### src/rtl/clock_pkg.sv
// Shared definitions for the calendar clock blocks.
// Field-select encodings, per-field range limits, the reset date and the
// small arithmetic helpers used by the setting controller and the counter.
package clock_pkg;

  localparam logic [2:0] FLD_NONE = 3'd0;
  localparam logic [2:0] FLD_YEAR = 3'd1;
  localparam logic [2:0] FLD_MON  = 3'd2;
  localparam logic [2:0] FLD_DAY  = 3'd3;
  localparam logic [2:0] FLD_HOUR = 3'd4;
  localparam logic [2:0] FLD_MIN  = 3'd5;
  localparam logic [2:0] FLD_SEC  = 3'd6;

  localparam logic [6:0] SEC_MAX  = 7'd59;
  localparam logic [6:0] MIN_MAX  = 7'd59;
  localparam logic [6:0] HOUR_MAX = 7'd23;
  localparam logic [6:0] MON_MAX  = 7'd12;

  localparam logic [13:0] RST_YEAR = 14'd2024;
  localparam logic [6:0]  RST_MON  = 7'd1;
  localparam logic [6:0]  RST_DAY  = 7'd1;
  localparam logic [6:0]  RST_HOUR = 7'd0;
  localparam logic [6:0]  RST_MIN  = 7'd0;
  localparam logic [6:0]  RST_SEC  = 7'd0;

  // Gregorian leap-year rule.
  function automatic logic is_leap(input logic [13:0] year);
    logic div4, div100, div400;
    div4   = ((year % 14'd4)   == 14'd0);
    div100 = ((year % 14'd100) == 14'd0);
    div400 = ((year % 14'd400) == 14'd0);
    return (div4 && !div100) || div400;
  endfunction

  // One step up or down inside [lo, hi], wrapping at either end.
  // Values already outside the range land on the opposite limit.
  function automatic logic [13:0] wrap_step(input logic [13:0] val,
                                            input logic [13:0] lo,
                                            input logic [13:0] hi,
                                            input logic        up);
    logic [13:0] res;
    if (up) res = (val >= hi) ? lo : val + 14'd1;
    else    res = (val <= lo) ? hi : val - 14'd1;
    return res;
  endfunction

endpackage

### src/rtl/clock_set_ctrl_if.sv
// Bundle between the time-setting controller and its neighbours.
//   tick_1hz, btn_*   : one-cycle pulses from divider / debouncer
//   cur_*             : running date/time from the calendar counter
//   run_en, load      : counter advance enable and load strobe
//   set_*             : edit registers, also the counter load value
//   field_sel         : field under edit, for display blinking
// slave  = the controller, master = the surrounding logic.
interface clock_set_ctrl_if;

  logic        tick_1hz;
  logic        btn_mode;
  logic        btn_next;
  logic        btn_inc;
  logic        btn_dec;
  logic [13:0] cur_year;
  logic [6:0]  cur_mon;
  logic [6:0]  cur_day;
  logic [6:0]  cur_hour;
  logic [6:0]  cur_min;
  logic [6:0]  cur_sec;
  logic        run_en;
  logic        load;
  logic [13:0] set_year;
  logic [6:0]  set_mon;
  logic [6:0]  set_day;
  logic [6:0]  set_hour;
  logic [6:0]  set_min;
  logic [6:0]  set_sec;
  logic [2:0]  field_sel;

  modport slave (
    input  tick_1hz, btn_mode, btn_next, btn_inc, btn_dec,
    input  cur_year, cur_mon, cur_day, cur_hour, cur_min, cur_sec,
    output run_en, load, field_sel,
    output set_year, set_mon, set_day, set_hour, set_min, set_sec
  );

  modport master (
    output tick_1hz, btn_mode, btn_next, btn_inc, btn_dec,
    output cur_year, cur_mon, cur_day, cur_hour, cur_min, cur_sec,
    input  run_en, load, field_sel,
    input  set_year, set_mon, set_day, set_hour, set_min, set_sec
  );

endinterface

### src/rtl/month_days.sv
// Number of days in a month, leap-aware.
//   mon     : month 1..12 (anything else reports 31)
//   year    : full year, used only for February
//   max_day : 28..31
// Purely combinational; also used by the calendar counter.
module month_days
  import clock_pkg::*;
(
  input  logic [6:0]  mon,
  input  logic [13:0] year,
  output logic [6:0]  max_day
);

  always_comb begin
    max_day = 7'd31;
    case (mon)
      7'd4, 7'd6, 7'd9, 7'd11: max_day = 7'd30;
      7'd2:                    max_day = is_leap(year) ? 7'd29 : 7'd28;
      default:                 max_day = 7'd31;
    endcase
  end

endmodule

### src/rtl/clock_set_ctrl.sv
// Button-driven date/time setting controller.
// Snapshots the running calendar value, lets the user edit one field at a
// time (year, month, day, hour, minute, second) and loads the result back
// with a one-cycle strobe; the counter is held paused while editing.
//   clk, rst_n : system clock, async active-low reset
//   bus        : clock_set_ctrl_if.slave (buttons, tick, cur_*, set_*,
//                run_en, load, field_sel); all outputs registered.
//
// state  | meaning
// RUN    | counter free-running, waiting for btn_mode
// EDIT   | counter paused, field_sel selects the field being stepped
// COMMIT | one-cycle load of set_* into the counter
module clock_set_ctrl
  import clock_pkg::*;
#(
  parameter int YEAR_MIN  = 2000,
  parameter int YEAR_MAX  = 2099,
  parameter int TIMEOUT_S = 30
) (
  input  logic             clk,
  input  logic             rst_n,
  clock_set_ctrl_if.slave  bus
);

  localparam logic [1:0] ST_RUN    = 2'd0;
  localparam logic [1:0] ST_EDIT   = 2'd1;
  localparam logic [1:0] ST_COMMIT = 2'd2;

  localparam logic [13:0] YMIN = 14'(YEAR_MIN);
  localparam logic [13:0] YMAX = 14'(YEAR_MAX);

  localparam int TMO_W = (TIMEOUT_S < 2) ? 1 : $clog2(TIMEOUT_S);
  localparam logic [TMO_W-1:0] TMO_LAST = TMO_W'(TIMEOUT_S - 1);

  logic [1:0]       state_q, state_d;
  logic [2:0]       field_sel_q, field_sel_d;
  logic             run_en_q, run_en_d;
  logic             load_q, load_d;
  logic [TMO_W-1:0] tmo_q, tmo_d;
  logic [13:0]      set_year_q, set_year_d;
  logic [6:0]       set_mon_q, set_mon_d;
  logic [6:0]       set_day_q, set_day_d;
  logic [6:0]       set_hour_q, set_hour_d;
  logic [6:0]       set_min_q, set_min_d;
  logic [6:0]       set_sec_q, set_sec_d;

  logic        btn_any;
  logic        step_act;
  logic        step_up;
  logic        tmo_hit;
  logic [13:0] md_year;
  logic [6:0]  md_mon;
  logic [6:0]  md_max;

  assign btn_any  = bus.btn_mode | bus.btn_next | bus.btn_inc | bus.btn_dec;
  // inc/dec only act when no higher-priority button is present.
  assign step_act = (bus.btn_inc | bus.btn_dec) & ~bus.btn_mode & ~bus.btn_next;
  assign step_up  = bus.btn_inc;
  // Button in the same cycle as the tick wins, so no timeout then.
  assign tmo_hit  = bus.tick_1hz & ~btn_any & (tmo_q == TMO_LAST);

  // Month/year the edit registers will hold after this cycle. One shared
  // month_days lookup on these gives the bound for snapshot day clamp,
  // day-after-month/year-step clamp and day wrap alike.
  always_comb begin
    md_year = set_year_q;
    md_mon  = set_mon_q;
    if (state_q == ST_RUN) begin
      if (bus.cur_year < YMIN)      md_year = YMIN;
      else if (bus.cur_year > YMAX) md_year = YMAX;
      else                          md_year = bus.cur_year;
      if (bus.cur_mon == 7'd0)        md_mon = 7'd1;
      else if (bus.cur_mon > MON_MAX) md_mon = MON_MAX;
      else                            md_mon = bus.cur_mon;
    end else if (state_q == ST_EDIT && step_act) begin
      if (field_sel_q == FLD_YEAR)
        md_year = wrap_step(set_year_q, YMIN, YMAX, step_up);
      if (field_sel_q == FLD_MON)
        md_mon = 7'(wrap_step({7'd0, set_mon_q}, 14'd1, {7'd0, MON_MAX}, step_up));
    end
  end

  month_days u_month_days (
    .mon     (md_mon),
    .year    (md_year),
    .max_day (md_max)
  );

  always_comb begin
    state_d     = state_q;
    field_sel_d = field_sel_q;
    run_en_d    = run_en_q;
    load_d      = 1'b0;
    tmo_d       = tmo_q;
    set_year_d  = set_year_q;
    set_mon_d   = set_mon_q;
    set_day_d   = set_day_q;
    set_hour_d  = set_hour_q;
    set_min_d   = set_min_q;
    set_sec_d   = set_sec_q;

    case (state_q)
      ST_RUN: begin
        run_en_d    = 1'b1;
        field_sel_d = FLD_NONE;
        if (bus.btn_mode) begin
          set_year_d  = md_year;
          set_mon_d   = md_mon;
          if (bus.cur_day == 7'd0)     set_day_d = 7'd1;
          else if (bus.cur_day > md_max) set_day_d = md_max;
          else                         set_day_d = bus.cur_day;
          set_hour_d  = (bus.cur_hour > HOUR_MAX) ? HOUR_MAX : bus.cur_hour;
          set_min_d   = (bus.cur_min > MIN_MAX) ? MIN_MAX : bus.cur_min;
          set_sec_d   = (bus.cur_sec > SEC_MAX) ? SEC_MAX : bus.cur_sec;
          field_sel_d = FLD_YEAR;
          run_en_d    = 1'b0;
          tmo_d       = '0;
          state_d     = ST_EDIT;
        end
      end

      ST_EDIT: begin
        if (btn_any)           tmo_d = '0;
        else if (bus.tick_1hz) tmo_d = tmo_hit ? '0 : tmo_q + TMO_W'(1);

        if (bus.btn_mode || tmo_hit) begin
          field_sel_d = FLD_NONE;
          run_en_d    = 1'b1;
          state_d     = ST_RUN;
        end else if (bus.btn_next) begin
          if (field_sel_q == FLD_SEC) begin
            field_sel_d = FLD_NONE;
            load_d      = 1'b1;
            state_d     = ST_COMMIT;
          end else begin
            field_sel_d = field_sel_q + 3'd1;
          end
        end else if (step_act) begin
          case (field_sel_q)
            FLD_YEAR, FLD_MON: begin
              set_year_d = md_year;
              set_mon_d  = md_mon;
              if (set_day_q > md_max) set_day_d = md_max;
            end
            FLD_DAY:
              set_day_d = 7'(wrap_step({7'd0, set_day_q}, 14'd1, {7'd0, md_max}, step_up));
            FLD_HOUR:
              set_hour_d = 7'(wrap_step({7'd0, set_hour_q}, 14'd0, {7'd0, HOUR_MAX}, step_up));
            FLD_MIN:
              set_min_d = 7'(wrap_step({7'd0, set_min_q}, 14'd0, {7'd0, MIN_MAX}, step_up));
            FLD_SEC:
              set_sec_d = 7'(wrap_step({7'd0, set_sec_q}, 14'd0, {7'd0, SEC_MAX}, step_up));
            default: ;
          endcase
        end
      end

      ST_COMMIT: begin
        field_sel_d = FLD_NONE;
        run_en_d    = 1'b1;
        state_d     = ST_RUN;
      end

      default: begin
        field_sel_d = FLD_NONE;
        run_en_d    = 1'b1;
        state_d     = ST_RUN;
      end
    endcase
  end

  always_ff @(posedge clk or negedge rst_n) begin
    if (!rst_n) begin
      state_q     <= ST_RUN;
      field_sel_q <= FLD_NONE;
      run_en_q    <= 1'b1;
      load_q      <= 1'b0;
      tmo_q       <= '0;
      set_year_q  <= RST_YEAR;
      set_mon_q   <= RST_MON;
      set_day_q   <= RST_DAY;
      set_hour_q  <= RST_HOUR;
      set_min_q   <= RST_MIN;
      set_sec_q   <= RST_SEC;
    end else begin
      state_q     <= state_d;
      field_sel_q <= field_sel_d;
      run_en_q    <= run_en_d;
      load_q      <= load_d;
      tmo_q       <= tmo_d;
      set_year_q  <= set_year_d;
      set_mon_q   <= set_mon_d;
      set_day_q   <= set_day_d;
      set_hour_q  <= set_hour_d;
      set_min_q   <= set_min_d;
      set_sec_q   <= set_sec_d;
    end
  end

  assign bus.run_en    = run_en_q;
  assign bus.load      = load_q;
  assign bus.field_sel = field_sel_q;
  assign bus.set_year  = set_year_q;
  assign bus.set_mon   = set_mon_q;
  assign bus.set_day   = set_day_q;
  assign bus.set_hour  = set_hour_q;
  assign bus.set_min   = set_min_q;
  assign bus.set_sec   = set_sec_q;

endmodule

### src/flat_wrapper.sv
// flat-port wrapper written by rule: the top's interface ports become plain ports
module clock_set_ctrl_flat import clock_pkg::*;
#(
  parameter int YEAR_MIN  = 2000,
  parameter int YEAR_MAX  = 2099,
  parameter int TIMEOUT_S = 30
)
  (clk, rst_n, bus_tick_1hz, bus_btn_mode, bus_btn_next, bus_btn_inc, bus_btn_dec, bus_cur_year, bus_cur_mon, bus_cur_day, bus_cur_hour, bus_cur_min, bus_cur_sec, bus_run_en, bus_load, bus_field_sel, bus_set_year, bus_set_mon, bus_set_day, bus_set_hour, bus_set_min, bus_set_sec);
  clock_set_ctrl_if bus_i ();
  input  logic clk;
  input  logic rst_n;
  input wire logic [$bits(bus_i.tick_1hz)-1:0] bus_tick_1hz;
  input wire logic [$bits(bus_i.btn_mode)-1:0] bus_btn_mode;
  input wire logic [$bits(bus_i.btn_next)-1:0] bus_btn_next;
  input wire logic [$bits(bus_i.btn_inc)-1:0] bus_btn_inc;
  input wire logic [$bits(bus_i.btn_dec)-1:0] bus_btn_dec;
  input wire logic [$bits(bus_i.cur_year)-1:0] bus_cur_year;
  input wire logic [$bits(bus_i.cur_mon)-1:0] bus_cur_mon;
  input wire logic [$bits(bus_i.cur_day)-1:0] bus_cur_day;
  input wire logic [$bits(bus_i.cur_hour)-1:0] bus_cur_hour;
  input wire logic [$bits(bus_i.cur_min)-1:0] bus_cur_min;
  input wire logic [$bits(bus_i.cur_sec)-1:0] bus_cur_sec;
  output wire logic [$bits(bus_i.run_en)-1:0] bus_run_en;
  output wire logic [$bits(bus_i.load)-1:0] bus_load;
  output wire logic [$bits(bus_i.field_sel)-1:0] bus_field_sel;
  output wire logic [$bits(bus_i.set_year)-1:0] bus_set_year;
  output wire logic [$bits(bus_i.set_mon)-1:0] bus_set_mon;
  output wire logic [$bits(bus_i.set_day)-1:0] bus_set_day;
  output wire logic [$bits(bus_i.set_hour)-1:0] bus_set_hour;
  output wire logic [$bits(bus_i.set_min)-1:0] bus_set_min;
  output wire logic [$bits(bus_i.set_sec)-1:0] bus_set_sec;
  assign bus_i.tick_1hz = bus_tick_1hz;
  assign bus_i.btn_mode = bus_btn_mode;
  assign bus_i.btn_next = bus_btn_next;
  assign bus_i.btn_inc = bus_btn_inc;
  assign bus_i.btn_dec = bus_btn_dec;
  assign bus_i.cur_year = bus_cur_year;
  assign bus_i.cur_mon = bus_cur_mon;
  assign bus_i.cur_day = bus_cur_day;
  assign bus_i.cur_hour = bus_cur_hour;
  assign bus_i.cur_min = bus_cur_min;
  assign bus_i.cur_sec = bus_cur_sec;
  assign bus_run_en = bus_i.run_en;
  assign bus_load = bus_i.load;
  assign bus_field_sel = bus_i.field_sel;
  assign bus_set_year = bus_i.set_year;
  assign bus_set_mon = bus_i.set_mon;
  assign bus_set_day = bus_i.set_day;
  assign bus_set_hour = bus_i.set_hour;
  assign bus_set_min = bus_i.set_min;
  assign bus_set_sec = bus_i.set_sec;
  clock_set_ctrl #(.YEAR_MIN(YEAR_MIN), .YEAR_MAX(YEAR_MAX), .TIMEOUT_S(TIMEOUT_S)) u_core (.clk(clk), .rst_n(rst_n), .bus(bus_i));
endmodule
### config.mk
export PLATFORM = sky130hd
export DESIGN_NAME = clock_set_ctrl_flat
export DESIGN_NICKNAME = d
export VERILOG_FILES = /design/src/rtl/clock_pkg.sv /design/src/rtl/clock_set_ctrl_if.sv /design/src/rtl/month_days.sv /design/src/rtl/clock_set_ctrl.sv /design/src/flat_wrapper.sv
export SDC_FILE = /design/constraint.sdc
export NUM_CORES = 1
export LEC_CHECK = 0
export ABC_CLOCK_PERIOD_IN_PS = 16800
export BUFFER_PORTS_ARGS = -buffer_cell sky130_fd_sc_hd__buf_2
export CAP_MARGIN = 20
export CORE_MARGIN = 1
export CORE_UTILIZATION = 33
export DETAILED_ROUTE_END_ITERATION = 8
export GPL_TIMING_DRIVEN = 0
export SKIP_CTS_REPAIR_TIMING = 1
export SLEW_MARGIN = 15
export SYNTH_ARGS = -nofsm -noshare
export SYNTH_HDL_FRONTEND = slang
export SYNTH_SLANG_ARGS = --single-unit
export TNS_END_PERCENT = 10
### constraint.sdc
create_clock -name clk -period 16.8 [get_ports clk]
set_input_delay 3.36 -clock clk [delete_from_list [all_inputs] [get_ports clk]]
set_output_delay 3.36 -clock clk [all_outputs]
set_load 0.05 [all_outputs]
Yosys cells after proc, flatten, opt, wreduce, memory -nomap -nowiden --
Cells that the tools add are included.
Word-level totals: bits in registers 61, output and inout bits 54, bits of input ports 56, bits in latches 0, memory bits (writable) 0, memories 0, word-level logic and storage cells 200, ROM bits 0
Cells by class: equal/unequal tests 27, $add $sub $neg 14, mux-type cells 94, shift operators 0, multipliers 0, $lt $le $gt $ge 20, reductions and logical operators 21, div/mod/pow operators 2, bitwise logic cells 11
Operators by type and width (number):
- $mux 7 | 50
- $mux 14 | 13
- $pmux 7 s2 | 6
- $logic_not 14->1 | 3
- $add 7x1->7 const B | 5
- $le 7x1->1 const B | 5
- $sub 7x1->7 const B | 5
- $pmux 14 s2 | 1
- $reduce_and 6->1 | 4
- $mux 5 | 4
- $ne 2x2->1 const B | 8
- $add 14x1->14 const B | 1
- $eq 7x3->1 const B | 2
- $eq 7x4->1 const B | 2
- $ge 14x12->1 const B | 1
- $ge 7x6->1 const B | 2
- $gt 14x12->1 const B | 1
- $gt 7x5->1 | 2
- $gt 7x6->1 const B | 2
- $le 14x11->1 const B | 1
- $logic_not 7->1 | 2
- $lt 14x11->1 const B | 1
- $mod 14x7->14 const B | 1
- $mod 14x9->14 const B | 1
- 36 further kinds | 66

Longest topological paths before layout --
word-level depth 21, gate-level depth with buffers 37, depth with buffers taken out 35

Cells and area by module --
A second synthesis with hierarchy kept.
Unflattened totals: cell total of the unflattened synthesis 1030, area, all modules 7793.7 um^2
By module, submodules not included:
- clock_set_ctrl | area an instance 5982.0 um^2, sequential area each 1539.0 um^2, times used 1, cells each 766
- month_days | area an instance 1811.7 um^2, sequential area each 0.0 um^2, times used 1, cells each 264

Worst setup path after synthesis --
Ideal clock, no wire load.
kind in2reg, from input bus_btn_next, to register u_core.set_day_q[1] (netlist: u_core.bus.set_day[1]), path buffers 3, stages on the path 36, setup slack 6214 ps, arrival 10508 ps, required time 16722 ps, setup time 78 ps, cells stage by stage clkbuf_1 > or2_2 > or4_1 > buf_2 > a21o_1 > a32oi_2 > and2_2 > a31oi_4 > and2_1 > o21a_1 > a32o_1 > a211oi_4 > o31ai_2 > and4b_1 > or4_4 > o211a_1 > or2_2 > clkbuf_1 > a211oi_2 > o31ai_2 > o211ai_2 > mux2_1 > mux2_2 > a21oi_1 > ha_1 > nand2b_1 > a21oi_1 > o21a_1 > nand2_1 > inv_1 > nand2_1 > a31oi_1 > a21oi_1 > o221ai_1 > nor2_1 > a21oi_1
Between the ends: word-level cells in the longest chain between the ends 20, elaborated cells between the ends (all ways) 50, classes of those cells div: 2; order compare: 3; eq/ne: 9; mux: 18; bitwise: 8; reduce/logical: 10
RTL lines:
- from (decl) | RTL line flat_wrapper.sv:14 | input wire logic [$bits(bus_i.btn_next)-1:0] bus_btn_next;
- $not 1->1 | RTL line clock_set_ctrl.sv:57 | assign step_act = (bus.btn_inc | bus.btn_dec) & ~bus.btn_mode & ~bus.btn_next;
- $and 1x1->1 | RTL line clock_set_ctrl.sv:57
- $logic_and 1x1->1 | RTL line clock_set_ctrl.sv:75 | end else if (state_q == ST_EDIT && step_act) begin
- $mux 14 | RTL line clock_set_ctrl.sv:75
- $mux 14 | RTL line clock_set_ctrl.sv:68 | if (state_q == ST_RUN) begin
- $mod 14x7->14 | RTL line clock_pkg.sv:30 | div100 = ((year % 14'd100) == 14'd0);
- $logic_not 14->1 | RTL line clock_pkg.sv:30
- $logic_not 1->1 | RTL line clock_pkg.sv:32 | return (div4 && !div100) || div400;
- (+3 left out)
- $pmux 2 s2 | RTL line month_days.sv:16 | case (mon)
- $ge 7x5->1 | RTL line clock_pkg.sv:42 | if (up) res = (val >= hi) ? lo : val + 14'd1;
- $mux 7 (2 in series) | RTL line clock_pkg.sv:42
- $pmux 7 s2 | RTL line clock_set_ctrl.sv:139 | case (field_sel_q)
- $mux 7 | RTL line clock_set_ctrl.sv:138 | end else if (step_act) begin
- $mux 7 | RTL line clock_set_ctrl.sv:130 | end else if (bus.btn_next) begin
- $mux 7 | RTL line clock_set_ctrl.sv:126 | if (bus.btn_mode || tmo_hit) begin
- $pmux 7 s2 | RTL line clock_set_ctrl.sv:102 | case (state_q)
- to (signal assigned) | RTL line clock_set_ctrl.sv:193 | set_day_q <= set_day_d;
- to (decl) | RTL line clock_set_ctrl.sv:42 | logic [6:0] set_day_q, set_day_d;
Parallel ways exist; a longest one is shown, timed or not. The select of a mux whose other input is x is not followed. A chain may end at the register's enable or synchronous reset.

Final worst setup path --
from input bus_btn_inc, to register u_core.set_day_q[0] (netlist: u_core.bus.set_day[0])
Between the ends: word-level cells in the longest chain between the ends 21, elaborated cells between the ends (all ways) 53, classes of those cells div: 2; order compare: 3; eq/ne: 8; mux: 22; bitwise: 8; reduce/logical: 10
RTL lines:
- from (decl) | RTL line flat_wrapper.sv:15 | input wire logic [$bits(bus_i.btn_inc)-1:0] bus_btn_inc;
- $or 1x1->1 | RTL line clock_set_ctrl.sv:57
- $and 1x1->1 (2 in series) | RTL line clock_set_ctrl.sv:57
- $logic_and 1x1->1 | RTL line clock_set_ctrl.sv:75
- $mux 14 | RTL line clock_set_ctrl.sv:75
- $mux 14 | RTL line clock_set_ctrl.sv:68
- $mod 14x7->14 | RTL line clock_pkg.sv:30
- $logic_not 14->1 | RTL line clock_pkg.sv:30
- $logic_not 1->1 | RTL line clock_pkg.sv:32
- (+3 left out)
- $pmux 2 s2 | RTL line month_days.sv:16
- $ge 7x5->1 | RTL line clock_pkg.sv:42
- $mux 7 (2 in series) | RTL line clock_pkg.sv:42
- $pmux 7 s2 | RTL line clock_set_ctrl.sv:139
- $mux 7 | RTL line clock_set_ctrl.sv:138
- $mux 7 | RTL line clock_set_ctrl.sv:130
- $mux 7 | RTL line clock_set_ctrl.sv:126
- $pmux 7 s2 | RTL line clock_set_ctrl.sv:102
Parallel ways exist; a longest one is shown, timed or not. The select of a mux whose other input is x is not followed.

==> results.md <==
* Status: complete, no violations
* WL final at 24500 microns
* Fraction of the cycle the final worst path needs at 0.697
* Maximum frequency from static timing analysis at 0.0855 GHz
* Placed instance area at 0.00817 sq mm
* Netlist area before placement at 0.00726 sq mm
* Layout cells sized above 1 at 0.171
* Maximum number of pins on one net before global-route repair at 54
* Clock sink total at 61
* Synth area leaders: sky130_fd_sc_hd__dfrtp_1 18%, sky130_fd_sc_hd__nand2_1 6.0%, sky130_fd_sc_hd__o21ai_0 5.9%, sky130_fd_sc_hd__nor2_1 4.7%, sky130_fd_sc_hd__ha_1 3.8%
* Synthesis-to-finish area growth at 16.6%
* Number of antenna violations at the first check in global routing at 0
* Average routed wire per standard cell at 17.4 microns
* Post-detailed-route DRC marker count at 0
* Most common cell after layout, fill and taps aside: sky130_fd_sc_hd__nand2_1
* CP arrival at 11970 ps
* Critical Path Max Stage Delay at 560 ps
* Share of synthesized registers carrying an async set or reset at 1.00
* First drt pass iteration count at 5
* Routability congestion estimate from global placement at 0.898
* Total number of nets in the final design at 1203
* Horizontal die dimension at 150 microns
* Cell accounting for the most synthesized area: sky130_fd_sc_hd__dfrtp_1
* Setup clock skew after layout at 13.9 ps
* Area of the die at 0.0226 sq mm
* Worst min path class: register to register
* Clock latency of the later-clocked register in the worst-skew pair at 350 ps
* Total clock buffers created by CTS at 9
* Static Leakage at 3.45 nW
* CTS tree: built
* Maximum root-to-sink buffer count at 2
* Sequential fraction of the synthesis area at 0.212
* Fraction of synthesized cell area taken by the top area cell type at 0.176
* # placed instances at 1389
* Number of top-level design ports at 110
* Starting utilization of the core area at 0.341
* Overflow left after global routing at 0
* Area of the core region at 0.0213 sq mm
* Summed negative setup slack over all endpoints at 0 ps
* Final instance area at 0.00847 sq mm
* Commonest cells after routing, fill and taps aside: 117 x sky130_fd_sc_hd__nand2_1, 114 x sky130_fd_sc_hd__buf_2, 91 x sky130_fd_sc_hd__nor2_1
* Type of the setup path with the least slack: primary input to register
* Number of distinct library cells after synthesis at 95
* Half-perimeter wire length of the detailed placement result at 18600 microns
* Buffer type at the clock tree root: sky130_fd_sc_hd__clkbuf_16
* Remaining antenna violation count after routing at 0
* Setup violations, final at 0
* Number of synthesized flops with an enable pin at 0
* Startpoint type of the worst setup path: primary input
* Filler-free cell count of the finished design at 1405
* Number of maximum-capacitance constraint violations at 0
* Critical-path maximum fanout at 10
* Number of placement rows at 53
* CTS clock-pin slew for the worst setup and hold paths at 50 ps
* Detailed Route Iter0 Violations at 592
* Register bit count reported by yosys at 61
* Required arrival time at the worst endpoint at 17070 ps
* Gate Count Post-Synth at 1006
* Vias after detailed routing at 8370
* IO buf count at 107
* Via density at 5.96
* Cell Pwr Density at 186 mW/mm^2
* Worst-case vdd ir drop at 71.2 uV
* RSZ-0062 raised after global routing: false
* Synthesized Nets at 1084
* Capturing element type of the critical path: register
* Number of antenna diodes at 0
* Cell at the slowest stage of the critical path: sky130_fd_sc_hd__o21ai_0
* Tightest Pin Transition at 956 ps
* Gr usage total at 0.220
* Number of failing hold endpoints at the final stage at 0
* Flip-flop cell with the highest count after synthesis: sky130_fd_sc_hd__dfrtp_1
* Average instance area after synthesis at 7.22 sq um
* Shortest clock period the worst path allows after layout at 11700 ps
* Overall die height at 150 microns
* First-pass GRT wire length at 39700 microns
* Slew Limit Fails at 0
* Vias in the first global route at 7712
* CTS H-tree depth at 3
* Worst slew margin at 0.358
* Warnings, synthesis at 0
-- registers in the layout, summed over array words and instances (netlist names) --
signal                cells
u_core.bus.run_en         1
u_core.bus.set_hour       7
u_core.bus.set_min        7
u_core.bus.set_day        7
u_core.bus.set_sec        7
u_core.bus.load           1
u_core.bus.set_mon        7
u_core.bus.set_year      14
u_core.bus.field_sel      3
u_core.state_q            2
u_core.tmo_q              5
-- critical path: cells and delay by family --
family | cells | cell delay (ps)
compound gates | 20 | 4930
simple gates | 7 | 2240
buf+inv | 3 | 600
mux | 2 | 600
fa+ha+maj | 1 | 220
-- cell families (layout without fill, tap and decap cells) --
logic type	count (synthesis)	in the layout	synth area share
XOR/XNOR	28	28	0.0348
buffers and inverters	107	231	0.0587
flip-flops	61	61	0.212
adder cells (fa/ha/maj)	23	23	0.0393
multiplexers	15	15	0.0219
AND/OR/NAND/NOR	416	416	0.283
AO/OA/AOI/OAI	356	356	0.350
-- stage by stage --
step | util | setup WS, ps | power, mW | hold WS (ps)
after floorplan | - | 6210 | 1.12 | 446
after global placement | 0.383 | 4830 | 1.36 | 476
after detailed placement | 0.384 | 4860 | 1.37 | 487
after CTS | 0.398 | 5160 | 1.56 | 502
after global routing | 0.398 | 4200 | 1.70 | 520
final | 0.398 | 5100 | 1.58 | 492
-- Yosys cell counts, drive strengths merged (11+ instances only) --
cell and count:
nor4 15, o22ai 14, inv 43, nand2b 13
nor2 92, a31oi 23, nand4 15, buf 17
ha 22, clkbuf 47, nor3 51, a21oi 51
or3 11, a211oi 15, dfrtp 51, xnor2 16
nand2 117, o31ai 26, xor2 12, o211ai 17
or2 14, nand3 41, o21ai 93
-- metal layers --
metal  up-vias  wire [microns]  GRT usage  part of all wire
met4         0             562     0.0763             0.023
met5         -               0          0                 0
li1       4049               -          -                 -
met2       323           11100      0.346              0.45
met3        39            1450     0.0318             0.059
met1      3959           11400      0.303              0.46
-- worst paths after layout --
check / startpoint / end / slack, ps / depth (start not counted)
setup / recovery: bus_btn_inc / u_core.bus.set_day[0]$_DFFE_PN1P_ / 5100 / 33
hold / removal: u_core.tmo_q[4]$_DFFE_PN0P_ / u_core.tmo_q[4]$_DFFE_PN0P_ / 490 / 1
setup reg to reg: u_core.bus.set_year[1]$_DFFE_PN0P_ / u_core.bus.set_day[0]$_DFFE_PN1P_ / 7230 / 32
hold reg to reg: u_core.tmo_q[4]$_DFFE_PN0P_ / u_core.tmo_q[4]$_DFFE_PN0P_ / 490 / 1
max in group asynchronous: rst_n / u_core.bus.set_day[0]$_DFFE_PN1P_ / 13380 / 2
min in group asynchronous: rst_n / u_core.bus.set_year[0]$_DFFE_PN0P_ / 2840 / 1
-- cell type report --
cell class	count	area [sq um]
clock inverters	5	60.1
multi-input cells	838	5300
well taps	275	344
inverters	43	161
repair buffers	108	566
fillers	2265	12800
flip-flops and latches	61	1540
clock buffers	11	233
plain buffers	64	265
-- report_power, final --
| part | switching (mW) | total, mW | internal, mW |
|---|---|---|---|
| clock network | 0.0764 | 0.192 | 0.116 |
| registers | 0.0645 | 0.261 | 0.197 |
| logic | 0.741 | 1.12 | 0.382 |
(Power assumes the default switching activity.)
